[config.mk]
export PLATFORM = sky130hd
export DESIGN_NAME = uart_tx_arbiter
export DESIGN_NICKNAME = d
export VERILOG_FILES = /design/src/rtl/uart_tx_arbiter.sv
export SDC_FILE = /design/constraint.sdc
export NUM_CORES = 1
export LEC_CHECK = 0
export ABC_CLOCK_PERIOD_IN_PS = 2100
export BUFFER_PORTS_ARGS = -buffer_cell sky130_fd_sc_hd__clkbuf_2
export CAP_MARGIN = 20
export CORE_ASPECT_RATIO = 2
export CORE_MARGIN = 2
export CORE_UTILIZATION = 30
export CTS_CLUSTER_SIZE = 40
export DETAILED_ROUTE_END_ITERATION = 8
export PLACE_DENSITY = 0.47
export SYNTH_ARGS = -nofsm -noshare
export SYNTH_HDL_FRONTEND = slang
export SYNTH_SLANG_ARGS = --single-unit
[constraint.sdc]
create_clock -name clk -period 2.1 [get_ports clk]
set_input_delay 0.63 -clock clk [delete_from_list [all_inputs] [get_ports clk]]
set_output_delay 0.63 -clock clk [all_outputs]
set_load 0.01 [all_outputs]
[src/rtl/uart_tx_arbiter.sv]
// uart_tx_arbiter: round-robin arbiter that feeds bytes from N_REQ requesters
// into one shared uart_tx, pacing frames on its ready_to_send status and
// recovering from launches the transmitter never acknowledges.
module uart_tx_arbiter #(
  parameter int N_REQ          = 4,
  parameter int LAUNCH_TIMEOUT = 325*16*4,
  parameter int GUARD_CLKS     = 325*16
) (
  input  logic                     clk,
  input  logic                     rst,
  input  logic [N_REQ-1:0]         req_valid,
  input  logic [8*N_REQ-1:0]       req_data,
  output logic [N_REQ-1:0]         req_ack,
  input  logic                     uart_ready,
  output logic                     uart_start_n,
  output logic [7:0]               uart_data,
  output logic [$clog2(N_REQ)-1:0] grant_id,
  output logic                     busy,
  output logic                     err_timeout,
  input  logic                     clr_err
);

  localparam int IW   = $clog2(N_REQ);
  localparam int CMAX = (LAUNCH_TIMEOUT > GUARD_CLKS) ? LAUNCH_TIMEOUT : GUARD_CLKS;
  localparam int CW   = $clog2(CMAX + 1);

  localparam logic [CW-1:0]    CNT_ZERO = {CW{1'b0}};
  localparam logic [CW-1:0]    CNT_ONE  = CW'(1);
  localparam logic [CW-1:0]    CNT_SAT  = {CW{1'b1}};
  localparam logic [CW-1:0]    LT_LAST  = CW'(LAUNCH_TIMEOUT - 1);
  localparam logic [CW-1:0]    GC_LAST  = CW'(GUARD_CLKS - 1);
  localparam logic [IW-1:0]    LAST_RST = IW'(N_REQ - 1);
  localparam logic [N_REQ-1:0] ONE_HOT0 = {{(N_REQ-1){1'b0}}, 1'b1};

  typedef enum logic [1:0] {
    IDLE   = 2'd0,
    LAUNCH = 2'd1,
    DRAIN  = 2'd2,
    GUARD  = 2'd3
  } state_t;

  state_t state_r, state_nx_s;

  logic             rdy_meta_r, rdy_sync_r, rdy_s;
  logic [1:0]       warm_r;
  logic [IW-1:0]    last_r, last_nx_s, gid_r, gid_nx_s, win_idx_s, idx_v;
  logic             win_found_s, grant_s, timeout_s, lt_hit_s, gc_hit_s;
  logic [CW-1:0]    cnt_r, cnt_nx_s;
  logic [N_REQ-1:0] ack_r, ack_nx_s;
  logic [7:0]       data_r, data_nx_s;
  logic             start_n_r, start_n_nx_s, busy_r, busy_nx_s, err_r, err_nx_s;

  // Two-flop synchronizer for ready_to_send; warm_r blocks grants until the
  // synchronizer holds real samples instead of its reset value.
  always_ff @(posedge clk or posedge rst) begin
    if (rst) begin
      rdy_meta_r <= 1'b1;
      rdy_sync_r <= 1'b1;
      warm_r     <= 2'b00;
    end else begin
      rdy_meta_r <= uart_ready;
      rdy_sync_r <= rdy_meta_r;
      warm_r     <= {warm_r[0], 1'b1};
    end
  end

  assign rdy_s = rdy_sync_r;

  // Round-robin search from last_r+1; iterating backwards lets the nearest hit win.
  always_comb begin
    win_found_s = 1'b0;
    win_idx_s   = {IW{1'b0}};
    idx_v       = {IW{1'b0}};
    for (int k = N_REQ; k >= 1; k--) begin
      idx_v = IW'((int'(last_r) + k) % N_REQ);
      if (req_valid[idx_v]) begin
        win_found_s = 1'b1;
        win_idx_s   = idx_v;
      end else begin
        win_found_s = win_found_s;
        win_idx_s   = win_idx_s;
      end
    end
  end

  assign grant_s   = (state_r == IDLE) && rdy_s && warm_r[1] && win_found_s;
  assign lt_hit_s  = (cnt_r == LT_LAST);
  assign gc_hit_s  = (cnt_r == GC_LAST);
  assign timeout_s = (state_r == LAUNCH) && rdy_s && lt_hit_s;

  // FSM state register.
  always_ff @(posedge clk or posedge rst) begin
    if (rst) begin
      state_r <= IDLE;
    end else begin
      state_r <= state_nx_s;
    end
  end

  // FSM next-state logic.
  always_comb begin
    state_nx_s = state_r;
    case (state_r)
      IDLE: begin
        if (grant_s) state_nx_s = LAUNCH;
        else         state_nx_s = IDLE;
      end
      LAUNCH: begin
        if (!rdy_s)        state_nx_s = DRAIN;
        else if (lt_hit_s) state_nx_s = DRAIN;
        else               state_nx_s = LAUNCH;
      end
      DRAIN: begin
        if (rdy_s) state_nx_s = GUARD;
        else       state_nx_s = DRAIN;
      end
      GUARD: begin
        if (gc_hit_s) state_nx_s = IDLE;
        else          state_nx_s = GUARD;
      end
      default: state_nx_s = IDLE;
    endcase
  end

  // FSM output logic: next values for every registered output and datapath flop.
  always_comb begin
    ack_nx_s     = {N_REQ{1'b0}};
    data_nx_s    = data_r;
    gid_nx_s     = gid_r;
    last_nx_s    = last_r;
    start_n_nx_s = (state_nx_s != LAUNCH);
    busy_nx_s    = (state_nx_s != IDLE);

    if (grant_s) begin
      ack_nx_s  = ONE_HOT0 << win_idx_s;
      data_nx_s = req_data[{win_idx_s, 3'b000} +: 8];
      gid_nx_s  = win_idx_s;
      last_nx_s = win_idx_s;
    end else begin
      ack_nx_s  = {N_REQ{1'b0}};
    end

    // Counter restarts on every state change and saturates while counting.
    if (state_nx_s != state_r) begin
      cnt_nx_s = CNT_ZERO;
    end else if (((state_r == LAUNCH) || (state_r == GUARD)) && (cnt_r != CNT_SAT)) begin
      cnt_nx_s = cnt_r + CNT_ONE;
    end else begin
      cnt_nx_s = cnt_r;
    end

    // A timeout in the same cycle as clr_err keeps the flag set.
    if (timeout_s)    err_nx_s = 1'b1;
    else if (clr_err) err_nx_s = 1'b0;
    else              err_nx_s = err_r;
  end

  // Registered outputs, round-robin pointer and cycle counter.
  always_ff @(posedge clk or posedge rst) begin
    if (rst) begin
      ack_r     <= {N_REQ{1'b0}};
      data_r    <= 8'h00;
      gid_r     <= {IW{1'b0}};
      last_r    <= LAST_RST;
      cnt_r     <= CNT_ZERO;
      start_n_r <= 1'b1;
      busy_r    <= 1'b0;
      err_r     <= 1'b0;
    end else begin
      ack_r     <= ack_nx_s;
      data_r    <= data_nx_s;
      gid_r     <= gid_nx_s;
      last_r    <= last_nx_s;
      cnt_r     <= cnt_nx_s;
      start_n_r <= start_n_nx_s;
      busy_r    <= busy_nx_s;
      err_r     <= err_nx_s;
    end
  end

  assign req_ack      = ack_r;
  assign uart_data    = data_r;
  assign grant_id     = gid_r;
  assign uart_start_n = start_n_r;
  assign busy         = busy_r;
  assign err_timeout  = err_r;

endmodule

==> results of run 1 <==
critical path, cell delays in order, from the launching register on:
cell and delay, ns:
dfrtp_1 0.42, ha_1 0.25, and3_1 0.23, nand3_1 0.24, nor2_1 0.09, or3_1 0.35
a21oi_1 0.15
through the flow:
| stage | total power [mW] | std cells |
|---|---|---|
| after CTS | 2.83 | 392 |
| after global placement | 1.91 | 384 |
| after global routing | 2.96 | 392 |
| final | 2.76 | 392 |
| after detailed placement | 1.93 | 384 |
| after floorplan | 1.67 | 229 |
routing by layer:
layer / routed length (um) / part of all wire [%]
met1: 1830 / 32
met4: 99 / 1.7
met5: 0 / 0
met3: 232 / 4.1
met2: 3510 / 62
path summary, 6_finish.rpt:
check	slack [ns]	end	start
worst max-delay path	0.30	cnt_r[3]$_DFFE_PP0P_	cnt_r[0]$_DFFE_PP0P_
worst max register to register	0.30	cnt_r[3]$_DFFE_PP0P_	cnt_r[0]$_DFFE_PP0P_
worst min register to register	0.35	warm_r[1]$_DFF_PP0_	warm_r[0]$_DFF_PP0_
max in group asynchronous	1.27	rdy_meta_r$_DFF_PP1_	rst
min in group asynchronous	0.44	warm_r[0]$_DFF_PP0_	rst
worst min-delay path	0.35	warm_r[1]$_DFF_PP0_	warm_r[0]$_DFF_PP0_
kinds of logic (layout without fill, tap and decap cells):
group / count (synthesis) / count (layout) / synth area share, %
adders and majority gates: 1 / 1 / 0.556
buffers and inverters: 25 / 96 / 7.40
DFF: 40 / 40 / 44.8
other: 1 / 1 / 0.167
and+or+nand+nor: 89 / 89 / 20.4
xor gates and xnor gates: 6 / 6 / 2.34
AOI/OAI and AO/OA: 58 / 58 / 20.4
muxes: 9 / 9 / 4.00
layout by cell type, fill, tap and decap left out, drive strengths merged, types with 3 or more instances in the layout:
cell and instances:
inv 14, nor3 9, o21ai 11, nand3 7, nand4 6, nor2 33
nand2 12, and3 5, a21oi 8, a211oi 18, dfstp 5, a31oi 11
xor2 6, clkbuf 61, buf 18, or2 3, mux2i 9, dfrtp 35
power breakdown:
group,switching [mW],total (mW),internal (mW)
clock,0.310,0.868,0.558
sequential,0.149,1.10,0.954
combinational,0.425,0.785,0.359
total,0.884,2.76,1.87
cell type report:
cell class,count,share of cell area [%]
timing repair buffer,74,15.4
clock buffer,5,4.38
multi-input combinational,164,37.6
clock inverter,3,1.49
tap,92,4.03
inverter,14,1.84
sequential,40,35.2
synth_stat cells, types with 2 or more instances:
cell	number	share of area [%]
a211oi_1	10	3.3
a211oi_2	8	4.4
a21o_1	2	0.67
a21oi_1	8	1.8
a31oi_1	11	3.1
and3_1	5	1.4
and4_1	2	0.78
buf_12	2	1.8
buf_2	2	0.44
buf_4	2	0.67
buf_6	4	2.0
dfrtp_1	35	39
dfstp_2	5	5.8
inv_1	14	2.3
mux2i_1	9	4.0
nand2_1	11	1.8
nand3_1	7	1.6
nand4_1	6	1.7
nor2_1	33	5.5
nor2b_1	2	0.56
nor3_1	9	2.0
nor4_1	2	0.56
o21ai_0	7	1.6
o21ai_1	2	0.44
o21bai_1	2	0.67
or2_1	2	0.56
or3_1	2	0.56
xor2_1	6	2.3
registers in the layout, summed over array words and instances, names as in the netlist:
name / count
busy: 1
cnt_r: 15
err_timeout: 1
grant_id: 2
last_r: 2
rdy_meta_r: 1
rdy_s: 1
req_ack: 4
state_r: 2
uart_data: 8
uart_start_n: 1
warm_r: 2
==> impl_metrics.csv, run 1 <==
group,metric,value,unit
synth,synth-seq-cells,40,
grt,grt_pass1_vias,2038,
clock_network,clock_sinks,40,
die,fp.dieArea,8250,um2
clock_network,insertion_delay,0.28,ns
synth,synth_ff_type,"dfrtp_1",
die,coreArea,7270,um2
detailed_routing,via_per_inst,4.94,
layout,nNetsFinal,340,
clock_network,cts_root_buffer,"clkbuf_16",
clock_network,tritoncts,"yes",
timing,rsz0062_at_grt,"false",
grt,grt_max_degree,41,
timing,slew_viol_final,0,
clock_network,cts_resized,0,
timing,setup_viol,0,
synth,ys_types,47,
clock_network,hold_buffers,0,
synth,synth_fp_nets,270,
detailed_routing,post_drt_wl_per_cell,14.5,um
critical_path,ff2ff_path_depth,6,
critical_path,worstSetupPathType,"reg2reg",
synth,synth_edf_count,0,
clock_network,clk_pin_slew,0.06,ns
synth,yosysSeqAreaShare,44.8,%
power,p_per_area,964,nW/um2
layout,fill_cells,782,
timing,maxSlewHeadroom,64.2,%
die,initial_utilization,31.0,%
timing,fin_tns_setup,0,ns
job,drv_cap,0,
clock_network,clk_path_buf_depth,2,
die,die-width,65.2,um
clock_network,h-tree-depth,2,
detailed_routing,drt-total-wl,5670,um
detailed_routing,first_iter_violations,44,
layout,final_layout_size_suffix_gt1_share,34.3,%
place,gp_congestion,0.748,
detailed_routing,via_count,1937,
layout,finish.utilization,39.3,%
synth,ys_async_sr_fraction,100,%
grt,grtUsageMet2,31.8,%
timing,period_minus_slack,1.80,ns
status,status,"completed",
place,hpwl,4410,um
synth,syn-cell-area,2250,um2
die,fp-row-count,44,
layout,diodes,0,
clock_network,postCtsSetupBuffers,0,
power,ir_drop,416,uV
place,dpl_worst_slack,-0.00749,ns
grt,grt_pass1_wl,9270,um
die,fp.dieH,126,um
layout,area_growth_syn_to_layout,27.1,%
synth,netlist_instances,229,
layout,multi_input_area,1080,um2
timing,timing.final.ws_setup,0.300,ns
layout,layout.area.seq,1010,um2
critical_path,worstSetupEndpointType,"flip-flop",
grt,grt_use_total,14.9,%
place,port_buffers,56,
place,place_area,2690,um2
die,ios,57,
grt,use_met1,12.1,%
timing,skew,0.00220,ns
critical_path,start_kind,"flip-flop",
grt,grt_antenna_before_repair,0,
timing,worst_pin_slew,0.537,ns
min_path,whs_path_depth,0,
critical_path,required,2.31,ns
critical_path,cp_max_fo,6,
timing,hold_viol_final,0,
timing,holdWs,0.346,ns
grt,overflow,0,
detailed_routing,ant_nets,0,
min_path,min_path_type,"reg2reg",
power,leakage,1.31,nW
detailed_routing,drcViolationCount,0,
grt,grt-busiest-layer,"met2",
detailed_routing,first_pass_iters,6,
critical_path,arrival,2.01,ns
layout,final_area,2860,um2
timing,fmax,0.555,GHz
timing,finalCritPeriodShare,85.7,%
grt,grt_use_met3,3.10,%
synth,ys_warn_count,0,
synth,synth_area_per_cell,9.82,um2
clock_network,cts_buffers,5,
No activity file was read; power rests on OpenSTA's default activity.
==> inputs of run 2 (changes only) <==
--- a/config.mk
+++ b/config.mk
@@ -6,14 +6,14 @@
 export NUM_CORES = 1
 export LEC_CHECK = 0
 export ABC_CLOCK_PERIOD_IN_PS = 2100
-export BUFFER_PORTS_ARGS = -buffer_cell sky130_fd_sc_hd__clkbuf_2
 export CAP_MARGIN = 20
 export CORE_ASPECT_RATIO = 2
 export CORE_MARGIN = 2
 export CORE_UTILIZATION = 30
 export CTS_CLUSTER_SIZE = 40
 export DETAILED_ROUTE_END_ITERATION = 8
-export PLACE_DENSITY = 0.47
+export DONT_BUFFER_PORTS = 1
+export PLACE_DENSITY = 0.41
 export SYNTH_ARGS = -nofsm -noshare
 export SYNTH_HDL_FRONTEND = slang
 export SYNTH_SLANG_ARGS = --single-unit
==> run 2 against run 1 <==
  * Final area down 11%
  * Largest power group unchanged
  * Cell count is 15% lower
  * Register-to-register slack lost 0.05 ns
  * Setup slack lost 0.046 ns
  * Sequential power rose by 5%
  * Global-route usage grew 0.19 points
  * Clock skew is 0.0031 ns higher
  * Critical path depth is the same
  * Power decreased by 7.9%
==> impl_metrics.csv, run 2 (synthesis gave the netlist of run 1 again) <==
group,metric,value,unit
layout,final_common_cell,"dfrtp_1",
place,hpwl,4340,um
min_path,holdPathEnd,"rdy_meta_r$_DFF_PP1_",
critical_path,reg2reg_to,"cnt_r[3]$_DFFE_PP0P_",
critical_path,arrival,2.06,ns
detailed_routing,m1WireLength,1920,um
layout,fin_cells,333,
critical_path,slowest_delay,0.42,ns
timing,slew_viol_final,0,
clock_network,clk_path_buf_depth,2,
clock_network,insertion_delay,0.29,ns
critical_path,worst-r2r-setup-slack,0.25,ns
timing,hold_viol_final,0,
detailed_routing,via_count,1756,
clock_network,postCtsSetupBuffers,0,
layout,largest_register_ffs,15,
die,fp.dieH,126,um
layout,diodes,0,
clock_network,h-tree-depth,2,
die,die-width,65.2,um
grt,grt_pass1_vias,1848,
timing,maxSlewHeadroom,56.1,%
grt,grt_pass1_wl,9250,um
grt,overflow,0,
clock_network,hold_buffers,0,
job,drv_cap,0,
place,port_buffers,0,
clock_network,clock_sinks,40,
power,ir_drop,366,uV
detailed_routing,ant_nets,0,
critical_path,worstSetupEndpointType,"flip-flop",
layout,final_layout_size_suffix_gt1_share,18.3,%
detailed_routing,highest_layer,"met4",
critical_path,critical_path.top_delay_family,"simple AND/OR/NAND/NOR gates",
detailed_routing,first_iter_violations,68,
timing,skew,0.00529,ns
critical_path,critPathLaunch,"cnt_r[0]$_DFFE_PP0P_",
grt,grt_use_total,15.1,%
critical_path,worstSetupPathType,"reg2reg",
min_path,min_path_type,"in2reg",
timing,period_minus_slack,1.85,ns
detailed_routing,wl_met3,313,um
detailed_routing,wl_met2,3380,um
clock_network,cts_resized,0,
place,place_area,2390,um2
power,leakage,1.05,nW
die,coreArea,7270,um2
timing,fmax,0.542,GHz
detailed_routing,post_drt_wl_per_cell,17.2,um
clock_network,cts_buffers,5,
clock_network,clk_pin_slew,0.06,ns
die,ios,57,
layout,final_cell_mix,"dfrtp_1, nor2_1, inv_1, buf_4",
grt,grt_max_degree,41,
die,fp.dieArea,8250,um2
timing,setup_viol,0,
critical_path,slowest_stage,"dfrtp_1",
detailed_routing,first_pass_iters,4,
critical_path,cp_max_fo,6,
layout,final_area,2530,um2
detailed_routing,via_per_inst,5.27,
grt,grt_antenna_before_repair,0,
power,p_per_area,1000,nW/um2
critical_path,rr_startpoint,"cnt_r[0]$_DFFE_PP0P_",
critical_path,start_kind,"flip-flop",
clock_network,tritoncts,"yes",
detailed_routing,drcViolationCount,0,
min_path,min_from,"uart_ready",
detailed_routing,drt-total-wl,5740,um
layout,regMostFlops,"cnt_r",
critical_path,critical_path_buf_inv_count,0,
layout,area_growth_syn_to_layout,12.6,%
clock_network,cts_root_buffer,"clkbuf_16",
min_path,whs_path_depth,0,
place,dpl.cell_count,325,
timing,finalCritPeriodShare,87.9,%
timing,fin_tns_setup,0,ns
place,gp_congestion,0.744,
die,fp-row-count,44,
timing,holdWs,0.337,ns
critical_path,required,2.31,ns
critical_path,ff2ff_path_depth,6,
die,initial_utilization,31.0,%
critical_path,crit_chain,"ha_1 -> and3_1 -> nand3_1 -> nor2_1 -> or3_1 -> a21oi_1",
timing,worst_pin_slew,0.655,ns
status,status,"completed",
timing,rsz0062_at_grt,"false",
layout,nNetsFinal,281,
run 2: cell types whose count changed in the layout (fill, tap and decap cells not counted), sizes merged:
cell / delta
buf: -3
clkinv: +3
clkinvlp: -1
bufinv: -1
clkbuf: -56
inv: -1
run 2: power breakdown:
group	internal [mW]	leakage (nW)	switching, mW
combinational	0.278	0.497	0.344
sequential	0.955	0.482	0.205
clock	0.438	0.0736	0.320
run 2: stage by stage:
stage                     total power, mW  worst slack [ns]  utilization (%)
after floorplan                      1.67             0.198                -
after global placement               1.80            0.0831             32.9
after detailed placement             1.81             0.104             32.9
after CTS                            2.60             0.212             34.8
after global routing                 2.72            0.0935             34.8
final                                2.54             0.254             34.8
run 2: layout make-up:
type	instances	area (um2)
Tap cell	92	115
Sequential cell	40	1010
Timing Repair Buffer	15	138
Clock buffer	5	125
Clock inverter	3	18.8
Fill cell	797	4730
Inverter	14	52.6
Multi-Input combinational cell	164	1080
run 2: worst register-to-register path: stages (launching register included):
cell and delay [ns]:
dfrtp_1 0.42, ha_1 0.26, and3_1 0.24, nand3_1 0.25, nor2_1 0.10, or3_1 0.35, a21oi_1 0.15
run 2: how the worst max path moves through the flow:
stage                          endpoint  cells after the start
6_report           cnt_r[3]$_DFFE_PP0P_                      6
5_1_grt            cnt_r[8]$_DFFE_PP0P_                      7
4_1_cts        uart_data[5]$_DFFE_PP0N_                      6
3_5_place_dp   uart_data[6]$_DFFE_PP0N_                      5
3_3_place_gp   uart_data[5]$_DFFE_PP0N_                      4
2_1_floorplan  uart_data[0]$_DFFE_PP0N_                      6
run 2: layer usage:
metal | up-vias | GRT usage (%)
met3 | 6 | 3.55
li1 | 849 | -
met4 | 0 | 7.11
met5 | - | 0
met1 | 843 | 13.3
met2 | 58 | 30.1
==> inputs of run 3 (changes only) <==
--- a/config.mk
+++ b/config.mk
@@ -13,6 +13,7 @@
 export CTS_CLUSTER_SIZE = 40
 export DETAILED_ROUTE_END_ITERATION = 8
 export DONT_BUFFER_PORTS = 1
+export GPL_TIMING_DRIVEN = 0
 export PLACE_DENSITY = 0.41
 export SYNTH_ARGS = -nofsm -noshare
 export SYNTH_HDL_FRONTEND = slang
==> run 3 against run 2 <==
  * Power up 6.5%
  * Sequential power about the same
  * Sequential share of layout area down 0.50 points
  * Hold slack worse by 0.19 ns
  * Clock-buffer cell count unchanged
  * Largest power group unchanged
  * Highest routed layer unchanged
==> impl_metrics.csv, run 3 (synthesis gave the netlist of run 1 again) <==
group,metric,value,unit
status,status,"completed",
clock_network,cts_root_buffer,"clkbuf_16",
detailed_routing,post_drt_wl_per_cell,17.4,um
critical_path,slowest_stage,"dfstp_2",
power,p_per_area,1050,nW/um2
detailed_routing,first_pass_iters,4,
clock_network,cts_resized,0,
layout,largest_register_ffs,15,
critical_path,worstSetupEndpointType,"flip-flop",
critical_path,critical_path.top_delay_family,"flip-flops",
die,fp-row-count,44,
power,p_seq_share,42.8,%
grt,grt_pass1_vias,1903,
critical_path,start_kind,"flip-flop",
critical_path,slowest_delay,0.57,ns
layout,regMostFlops,"cnt_r",
timing,timing.final.ws_setup,0.141,ns
die,initial_utilization,31.0,%
power,ir_drop,440,uV
timing,fin_tns_setup,0,ns
clock_network,clk_path_buf_depth,2,
critical_path,arrival,2.14,ns
layout,multi_input_area,1080,um2
grt,grt_use_total,14.9,%
layout,fill_cells,768,
timing,period_minus_slack,1.96,ns
timing,setup_viol,0,
power,p_comb_share,24.1,%
power,finalPower,2.70,mW
job,drv_cap,0,
clock_network,clock_sinks,40,
power,internal_power,1.81,mW
detailed_routing,via_per_inst,5.36,
grt,grt_antenna_before_repair,0,
detailed_routing,ant_nets,0,
detailed_routing,via_count,1773,
clock_network,clk_pin_slew,0.06,ns
power,swShare,33.0,%
grt,grt_max_degree,34,
power,pwr-share-clk,33.1,%
timing,maxSlewHeadroom,52.6,%
timing,worst_pin_slew,0.706,ns
grt,grt_pass1_wl,9340,um
clock_network,cts_buffers,5,
critical_path,critical_path_buf_inv_count,4,
timing,skew,0.00612,ns
power,leakage,1.06,nW
detailed_routing,first_iter_violations,46,
timing,rsz0062_at_grt,"false",
die,die-width,65.2,um
layout,final_cell_mix,"dfrtp_1, nor2_1, inv_1, nand2_1, a31oi_1",
critical_path,crit_chain,"inv_1 -> a21o_1 -> buf_4 -> and3_1 -> buf_6 -> buf_12 -> mux2i_1 -> a211oi_1",
die,fp.dieArea,8250,um2
detailed_routing,drt-total-wl,5750,um
timing,finalCritPeriodShare,93.3,%
clock_network,insertion_delay,0.28,ns
critical_path,cp_max_fo,10,
clock_network,tritoncts,"yes",
power,switchingPower,0.892,mW
die,fp.dieH,126,um
layout,area_growth_syn_to_layout,14.0,%
layout,diodes,0,
layout,nNetsFinal,279,
critical_path,worstSetupPathType,"reg2reg",
critical_path,required,2.28,ns
grt,overflow,0,
die,coreArea,7270,um2
place,port_buffers,0,
timing,fmax,0.511,GHz
detailed_routing,drcViolationCount,0,
min_path,min_path_type,"in2async",
place,dpl_worst_slack,-0.0778,ns
layout,layout.area.seq,1010,um2
timing,slew_viol_final,0,
die,ios,57,
clock_network,h-tree-depth,2,
place,gp_congestion,0.784,
layout,final_layout_size_suffix_gt1_share,17.6,%
layout,final_common_cell,"dfrtp_1",
place,hpwl,4360,um
timing,hold_viol_final,0,
[run 3: metal layers]
| metal | routed length [um] | vias to the layer above | track usage [%] | share of wire (%) |
|---|---|---|---|---|
| met3 | 326 | 9 | 3.99 | 5.7 |
| met4 | 138 | 0 | 6.50 | 2.4 |
| met1 | 1980 | 863 | 12.9 | 34 |
| met5 | 0 | - | 0 | 0 |
| met2 | 3300 | 60 | 29.9 | 57 |
| li1 | - | 841 | - | - |
[run 3: final timing paths]
| check | slack, ns | to | depth (start not counted) | start |
|---|---|---|---|---|
| worst max-delay path | 0.14 | uart_data[5]$_DFFE_PP0N_ | 8 | last_r[1]$_DFFE_PP1N_ |
| min in group clk | 0.34 | rdy_meta_r$_DFF_PP1_ | 0 | uart_ready |
| max in group asynchronous | 1.44 | rdy_meta_r$_DFF_PP1_ | 2 | rst |
| worst min register to register | 0.35 | warm_r[1]$_DFF_PP0_ | 0 | warm_r[0]$_DFF_PP0_ |
| worst min-delay path | 0.14 | uart_data[3]$_DFFE_PP0N_ | 1 | rst |
| worst max register to register | 0.14 | uart_data[5]$_DFFE_PP0N_ | 8 | last_r[1]$_DFFE_PP1N_ |
[run 3: worst register-to-register path: stages, from the launching register on]
cell	delay, ns
dfstp_2	0.57
inv_1	0.10
a21o_1	0.17
buf_4	0.16
and3_1	0.18
buf_6	0.13
buf_12	0.14
mux2i_1	0.12
a211oi_1	0.28
[run 3: metrics by stage]
stage / instance area (um2) / std cells / hold WS (ns) / utilization, %
5_1_grt: 2560 / 331 / 0.147 / 35.3
2_1_floorplan: 2250 / 229 / 0.331 / -
6_report: 2560 / 331 / 0.145 / 35.3
4_1_cts: 2560 / 331 / 0.142 / 35.3
3_3_place_gp: 2360 / 321 / 0.336 / 32.5
3_5_place_dp: 2380 / 322 / 0.339 / 32.8
[run 3: power by group through the flow]
stage | clock (mW) | combinational, mW | sequential [mW]
after global routing | 0.957 | 0.744 | 1.19
after CTS | 0.924 | 0.668 | 1.16
after global placement | 0 | 0.650 | 1.17
after detailed placement | 0 | 0.666 | 1.18
after floorplan | 0 | 0.544 | 1.12
final | 0.895 | 0.651 | 1.16
[run 3: cell type report]
type	count	share of cell area (%)
Clock buffer	5	4.88
Tap cell	92	4.49
Inverter	14	2.05
Buffer	11	4.44
Sequential cell	40	39.3
Clock inverter	3	1.85
Timing Repair Buffer	2	1.07
Multi-Input combinational cell	164	42.0
[run 3: repair_timing]
action | 4_1_cts | 5_1_grt
buffers inserted | 1 | 0
hold buffers | 0 | 0
endpoints found under the setup margin | 10 | 0
